File: src/rtl/omsp_spm_ctrl_gen2.sv
// omsp_spm_ctrl_gen2
// Protection-module controller: allocates module slots on create requests,
// broadcasts destroy requests, tracks the executing module ID with a bounded
// caller-ID history stack, and raises the global protection violation flag.
module omsp_spm_ctrl_gen2 #(
  parameter int NB_SMS      = 4,
  parameter int ID_W        = 16,
  parameter int STACK_DEPTH = 4
) (
  input  logic                   mclk,
  input  logic                   puc_rst,
  input  logic                   req_valid,
  input  logic                   req_enable,
  output logic                   req_ready,
  output logic                   done,
  output logic                   done_ok,
  input  logic [NB_SMS-1:0]      sms_enabled,
  input  logic [NB_SMS-1:0]      sms_executing,
  input  logic [NB_SMS*ID_W-1:0] sms_id,
  input  logic [NB_SMS-1:0]      sms_violation,
  input  logic                   handling_irq,
  input  logic [3:0]             irq_num,
  output logic [NB_SMS-1:0]      sms_update,
  output logic [NB_SMS-1:0]      sms_check,
  output logic [ID_W-1:0]        next_id,
  output logic [ID_W-1:0]        current_id,
  output logic [ID_W-1:0]        prev_id,
  output logic                   enter_sm,
  output logic                   violation
);

  localparam int IDX_W = $clog2(NB_SMS);
  localparam int SP_W  = $clog2(STACK_DEPTH + 1);

  // Interrupt pseudo-IDs occupy the top 16 values of the ID space.
  localparam logic [ID_W-1:0]  IRQ_BASE   = {{(ID_W-4){1'b1}}, 4'b0000};
  localparam logic [IDX_W-1:0] LAST_IDX   = IDX_W'(NB_SMS - 1);
  localparam logic [SP_W-1:0]  STACK_FULL = SP_W'(STACK_DEPTH);

  typedef enum logic [2:0] {
    IDLE,
    SCAN,
    COMMIT,
    DISABLE,
    FAIL
  } state_t;

  state_t            state;
  state_t            state_nxt;
  logic [IDX_W-1:0]  idx;
  logic [NB_SMS-1:0] idx_onehot;

  logic [ID_W-1:0]   exec_id;
  logic [ID_W-1:0]   cur_q;
  logic [ID_W-1:0]   stack_mem [STACK_DEPTH];
  logic [SP_W-1:0]   sp;
  logic              stack_empty;
  logic              stack_full;
  logic              stack_pop;
  logic              stack_push;

  assign idx_onehot = NB_SMS'(1) << idx;

  // ---------------------------------------------------------------------
  // Request FSM
  // ---------------------------------------------------------------------

  // State register.
  // NOTE: sequential state uses non-blocking assignments so every flop
  // samples pre-edge values regardless of block evaluation order.
  always_ff @(posedge mclk or posedge puc_rst) begin
    if (puc_rst) state <= IDLE;
    else         state <= state_nxt;
  end

  // Next-state logic: walk slots looking for the first free one.
  // NOTE: defaults assigned up front so no path leaves a variable unassigned
  // (which would infer a latch).
  always_comb begin
    state_nxt = state;
    case (state)
      IDLE: begin
        if (req_valid) begin
          if (!req_enable)                state_nxt = DISABLE;
          else if (next_id == IRQ_BASE)   state_nxt = FAIL;
          else                            state_nxt = SCAN;
        end
      end
      SCAN: begin
        if (!sms_enabled[idx])            state_nxt = COMMIT;
        else if (idx == LAST_IDX)         state_nxt = FAIL;
      end
      COMMIT, DISABLE, FAIL:              state_nxt = IDLE;
      default:                            state_nxt = IDLE;
    endcase
  end

  // Output logic: strobes and completion pulse decoded from the state.
  always_comb begin
    req_ready  = 1'b0;
    done       = 1'b0;
    done_ok    = 1'b0;
    sms_update = '0;
    sms_check  = '0;
    case (state)
      IDLE:    req_ready = 1'b1;
      COMMIT: begin
        done       = 1'b1;
        done_ok    = ~|sms_violation;
        sms_update = idx_onehot;
        sms_check  = sms_enabled & ~idx_onehot;
      end
      DISABLE: begin
        done       = 1'b1;
        done_ok    = 1'b1;
        sms_update = '1;
      end
      FAIL:    done = 1'b1;
      default: ;
    endcase
  end

  // Slot index: restarts at 0 in IDLE, advances past occupied slots in SCAN
  // and holds the free slot through COMMIT.
  always_ff @(posedge mclk or posedge puc_rst) begin
    if (puc_rst)                                          idx <= '0;
    else if (state == IDLE)                               idx <= '0;
    else if (state == SCAN && sms_enabled[idx] && idx != LAST_IDX)
                                                          idx <= idx + IDX_W'(1);
  end

  // ID allocator: advances only on a clean commit; saturates at IRQ_BASE
  // because creates at that value are routed to FAIL.
  always_ff @(posedge mclk or posedge puc_rst) begin
    if (puc_rst)                                  next_id <= ID_W'(1);
    else if (state == COMMIT && !(|sms_violation)) next_id <= next_id + ID_W'(1);
  end

  // ---------------------------------------------------------------------
  // Execution tracking
  // ---------------------------------------------------------------------

  // Executing ID: interrupt pseudo-ID wins, else the executing slot's ID.
  always_comb begin
    exec_id = '0;
    for (int i = 0; i < NB_SMS; i++) begin
      if (sms_executing[i]) exec_id = sms_id[i*ID_W +: ID_W];
    end
    current_id = handling_irq ? (IRQ_BASE + ID_W'(irq_num)) : exec_id;
  end

  // Previous-cycle copy of the executing ID.
  always_ff @(posedge mclk or posedge puc_rst) begin
    if (puc_rst) cur_q <= '0;
    else         cur_q <= current_id;
  end

  assign enter_sm    = (current_id != cur_q);
  assign stack_empty = (sp == '0);
  assign stack_full  = (sp == STACK_FULL);

  // Caller ID is the stack top, or 0 when nothing has been pushed.
  always_comb begin
    prev_id = '0;
    for (int i = 0; i < STACK_DEPTH; i++) begin
      if (sp == SP_W'(i + 1)) prev_id = stack_mem[i];
    end
  end

  // Returning to the caller pops; any other transition is a call.
  assign stack_pop  = enter_sm && !stack_empty && (current_id == prev_id);
  assign stack_push = enter_sm && !stack_pop;

  // Stack contents: a full stack shifts down, losing its oldest entry.
  // NOTE: entries carry no reset; the pointer alone marks them valid and
  // prev_id never selects an entry above it.
  always_ff @(posedge mclk) begin
    if (stack_push) begin
      if (stack_full) begin
        for (int i = 0; i < STACK_DEPTH - 1; i++) stack_mem[i] <= stack_mem[i+1];
        stack_mem[STACK_DEPTH-1] <= cur_q;
      end else begin
        for (int i = 0; i < STACK_DEPTH; i++) begin
          if (sp == SP_W'(i)) stack_mem[i] <= cur_q;
        end
      end
    end
  end

  // Stack pointer.
  always_ff @(posedge mclk or posedge puc_rst) begin
    if (puc_rst)                       sp <= '0;
    else if (stack_push && !stack_full) sp <= sp + SP_W'(1);
    else if (stack_pop)                sp <= sp - SP_W'(1);
  end

  assign violation = (|sms_violation) | (next_id == IRQ_BASE);

endmodule
File: config.mk
export PLATFORM = sky130hd
export DESIGN_NAME = omsp_spm_ctrl_gen2
export DESIGN_NICKNAME = d
export VERILOG_FILES = /design/src/rtl/omsp_spm_ctrl_gen2.sv
export SDC_FILE = /design/constraint.sdc
export NUM_CORES = 1
export LEC_CHECK = 0
export ABC_AREA = 1
export BUFFER_PORTS_ARGS = -buffer_cell sky130_fd_sc_hd__clkbuf_2
export CAP_MARGIN = 10
export CORE_MARGIN = 2
export CORE_UTILIZATION = 50
export CTS_CLUSTER_DIAMETER = 40
export DETAILED_ROUTE_END_ITERATION = 10
export HOLD_SLACK_MARGIN = 0.02
export PLACE_DENSITY = 0.78
export REMOVE_ABC_BUFFERS = 1
export SYNTH_ARGS = -nofsm -noshare
export SYNTH_HDL_FRONTEND = slang
export SYNTH_SLANG_ARGS = --single-unit
File: constraint.sdc
create_clock -name mclk -period 3.35 [get_ports mclk]
set_clock_uncertainty 0.2 [all_clocks]
set_input_delay 0.8375 -clock mclk [delete_from_list [all_inputs] [get_ports mclk]]
set_output_delay 0.8375 -clock mclk [all_outputs]
set_load 0.005 [all_outputs]
==> results.yml <==
cts:
  cts_root_buffer: "clkbuf_16"
  cts_inserted_buffers: 9
  insertion_delay_ns: 0.35
  tritoncts: "done"
  clkSlewWorstSetupHoldPaths_ns: 0.07
  max-clock-path-buffers: 2
  clock_tree.htree_level_count: 3
  cts.sinks: 104
  cts_hold_buffers: 0
sta:
  finalSetupViolCount: 0
  holdWs_ns: 0.275
  max_slew_margin_pct: 62.2
  fmax_mhz: 300
  final_worst_path_cycle_share_pct: 99.5
  final-hold-violation-count: 0
  finalCriticalPeriod_ns: 3.33
  timing.final.max_slew_violations: 0
  setup_ws_ns: 0.0164
  worst-slew-pin-transition_ns: 0.567
power_and_ir_drop:
  total_leakage_power_nw: 4.04
  power_switching_w: 0.00264
  power.sequential.fraction_pct: 36.6
  worst_supply_voltage_drop_on_vdd_v: 0.000371
  power.clock.fraction_pct: 15.6
  comb_power_share_pct: 47.9
  overall_power_of_the_completed_layout_w: 0.00630
  switching_share_pct: 41.9
  pwr_density_cell_mw_per_mm2: 798
  internal-power_w: 0.00366
floorplanning:
  placementRows: 41
  floorplan.die_area_mm2: 0.0139
  start_util_pct: 51.4
  top_level_ports: 146
  die_w_um: 118
  coreArea_mm2: 0.0127
  chipHeight_um: 118
cells_and_area:
  commonest_cells_after_routing_fill_and_taps_aside: "nand2_1 (264), clkbuf_2 (142), nor2_1 (114), inv_1 (78), edfxtp_1 (64)"
  final_util_pct: 62.3
  final_design_area_no_fill_mm2: 0.00789
  antennaDiodeCount: 0
  num-nets-final: 1108
  layout-drive-gt1-share_pct: 25.4
  layout_commonest_cell: "nand2_1"
  area_delta_synth_final_pct: 21.2
  filler_cell_count: 1125
critical_path:
  path_common_cell: "nand2_1"
  crit_type: "primary input to output pin"
  required_ns: 2.31
  critPathSlowestCell: "xor2_2"
  crit_fanout: 6
  sequence_of_cells_on_the_critical_path: "buf_2, inv_4, nor2_8, buf_4, nand2_1, nand2_1, nand2_2, nand2_2, xor2_2, nor2_1, nand2_1, nor2_4, nand2_4, clkbuf_2"
  critical_path.startpoint_type: "primary input"
  critPathArrivalTime_ns: 2.30
  crit_path_end_kind: "output pin"
  worst_path_largest_cell_delay_ns: 0.17
grt:
  grt_antenna_before_repair: 0
  globalRouteMet3Util_pct: 4.94
  globalRouteMet1Util_pct: 32.0
  first_global_vias: 5687
  global_route.usage.met2_pct: 41.5
  grt_start_max_net_pins: 41
  total_global_route_track_usage_pct: 24.8
  total_grt_overflow: 0
  busiest_layer: "met2"
  grt_pass1_wl_um: 27800
routing:
  final_antenna_net_count: 0
  drt-total-wl_um: 17600
  drt_drc_violations_left: 0
  vias_per_std_cell: 5.12
  routed-via-count: 6076
  drt_iter0_drc: 447
  drt_pass1_iterations: 5
  wl_per_cell_um: 14.8
synthesis:
  number_of_flops_mapped_to_enable_cells_by_yosys: 64
  synthArstFlopShare_pct: 38.5
  ys_ff_latch: 104
  post_synth.cell_area_avg_um2: 7.70
  synth.yosys.seq_area_share_pct: 44.9
  ys_dominant_reg_cell: "edfxtp_1"
  ys_types: 36
  netlist_instances: 845
  synthesis.area_mm2: 0.00651
  synth.yosys.warnings: 0
placed_design:
  detailed_place.area_mm2: 0.00750
  gp_congestion: 0.942
  dp_hpwl_um: 13600
  dp_slack_ns: -0.00523
  buffer_ports.inserted: 145
outcome:
  outcome: "completed"
run:
  number_of_maximum_capacitance_violations: 0
hold_path:
  hold_class: "flop to flop"
==> Yosys cell counts, types with 2 or more instances <==
cell	n	area (µm²)
inv_1	80	300
buf_2	6	30.0
nand3_4	4	70.1
o21ai_1	48	240
nand2_1	272	1020
xor2_1	17	149
inv_2	6	22.5
buf_6	15	169
buf_4	8	60.1
ha_1	12	150
nor2_2	4	25.0
o21ai_0	7	35.0
a31oi_1	2	12.5
xnor2_1	5	43.8
a21oi_1	46	230
nand2_2	12	75.1
nor2_4	2	22.5
nor3_1	2	10.0
nor4_1	2	12.5
or2_2	3	18.8
nand3_1	54	270
nor2_8	3	60.1
dfrtp_1	39	976
nand4_1	6	37.5
inv_4	2	12.5
edfxtp_1	64	1920
nor2_1	115	432
==> flip-flops by register name, summed over array words and instances, names as in the netlist <==
name       count
stack_mem     64
cur_q         16
next_id       16
sp             3
state          3
idx            2
==> area by class of cell <==
cell class | count | area (µm²) | share of cell area [%]
clock buffers | 10 | 229 | 2.90
repair buffers | 184 | 1070 | 13.6
inverters | 89 | 349 | 4.43
multi-input cells | 623 | 3060 | 38.8
clock inverters | 5 | 35.0 | 0.444
well taps | 172 | 215 | 2.73
flip-flops and latches | 104 | 2920 | 37.1
==> cell families (layout without fill, tap and decap cells) <==
group	Yosys count	after routing	share of synthesized area [%]
simple gates	482	483	32.2
buf+inv	119	288	9.32
compound gates	106	106	8.34
flops	104	104	44.9
xor+xnor	22	22	2.96
fa+ha+maj	12	12	2.31
==> metal layers <==
layer  vias to the layer above  routed length [µm]
li1                       3047                   -
met1                      2754                7380
met3                        35                1090
met4                         0                 488
met5                         -                   0
met2                       240                8600
==> worst max-delay path, delay by kind of cell <==
kind          cells  cell delay, ns
buf+inv           4            0.48
simple gates      9            0.82
xor+xnor          1            0.17
==> path summary, 6_finish.rpt <==
check / startpoint / to / slack [ns] / cells after the start
max: sms_executing[0] / enter_sm / 0.02 / 14
min: cur_q[1]$_DFF_PP0_ / stack_mem[3][1]$_DFFE_PP_ / 0.28 / 0
max reg2reg: sp[0]$_DFFE_PP0P_ / stack_mem[3][9]$_DFFE_PP_ / 0.24 / 16
min reg2reg: cur_q[1]$_DFF_PP0_ / stack_mem[3][1]$_DFFE_PP_ / 0.28 / 0
max in group asynchronous: puc_rst / cur_q[11]$_DFF_PP0_ / 2.15 / 3
min in group asynchronous: puc_rst / next_id[4]$_DFFE_PP0P_ / 0.41 / 3
==> metrics by stage <==
step | instances | TNS [ns]
floorplan | 815 | -28.33
global placement | 1168 | 0
detailed placement | 1168 | -0.0727
CTS | 1183 | 0
global route | 1187 | -0.0461
finish | 1187 | 0
==> power by group through the flow <==
| stage | Combinational (W) | Clock (W) | Sequential [W] |
|---|---|---|---|
| global route | 0.00339 | 0.00104 | 0.00236 |
| floorplan | 0.00187 | 0 | 0.00230 |
| detailed placement | 0.00297 | 0 | 0.00232 |
| CTS | 0.00298 | 0.000984 | 0.00229 |
| finish | 0.00301 | 0.000981 | 0.00230 |
| global placement | 0.00289 | 0 | 0.00229 |
==> repair_timing <==
action / CTS / global route
setup endpoints to repair: 0 / 112
buffers inserted: 0 / 3
resized for setup: 0 / 33
No activity file was read; power rests on OpenSTA's default activity.
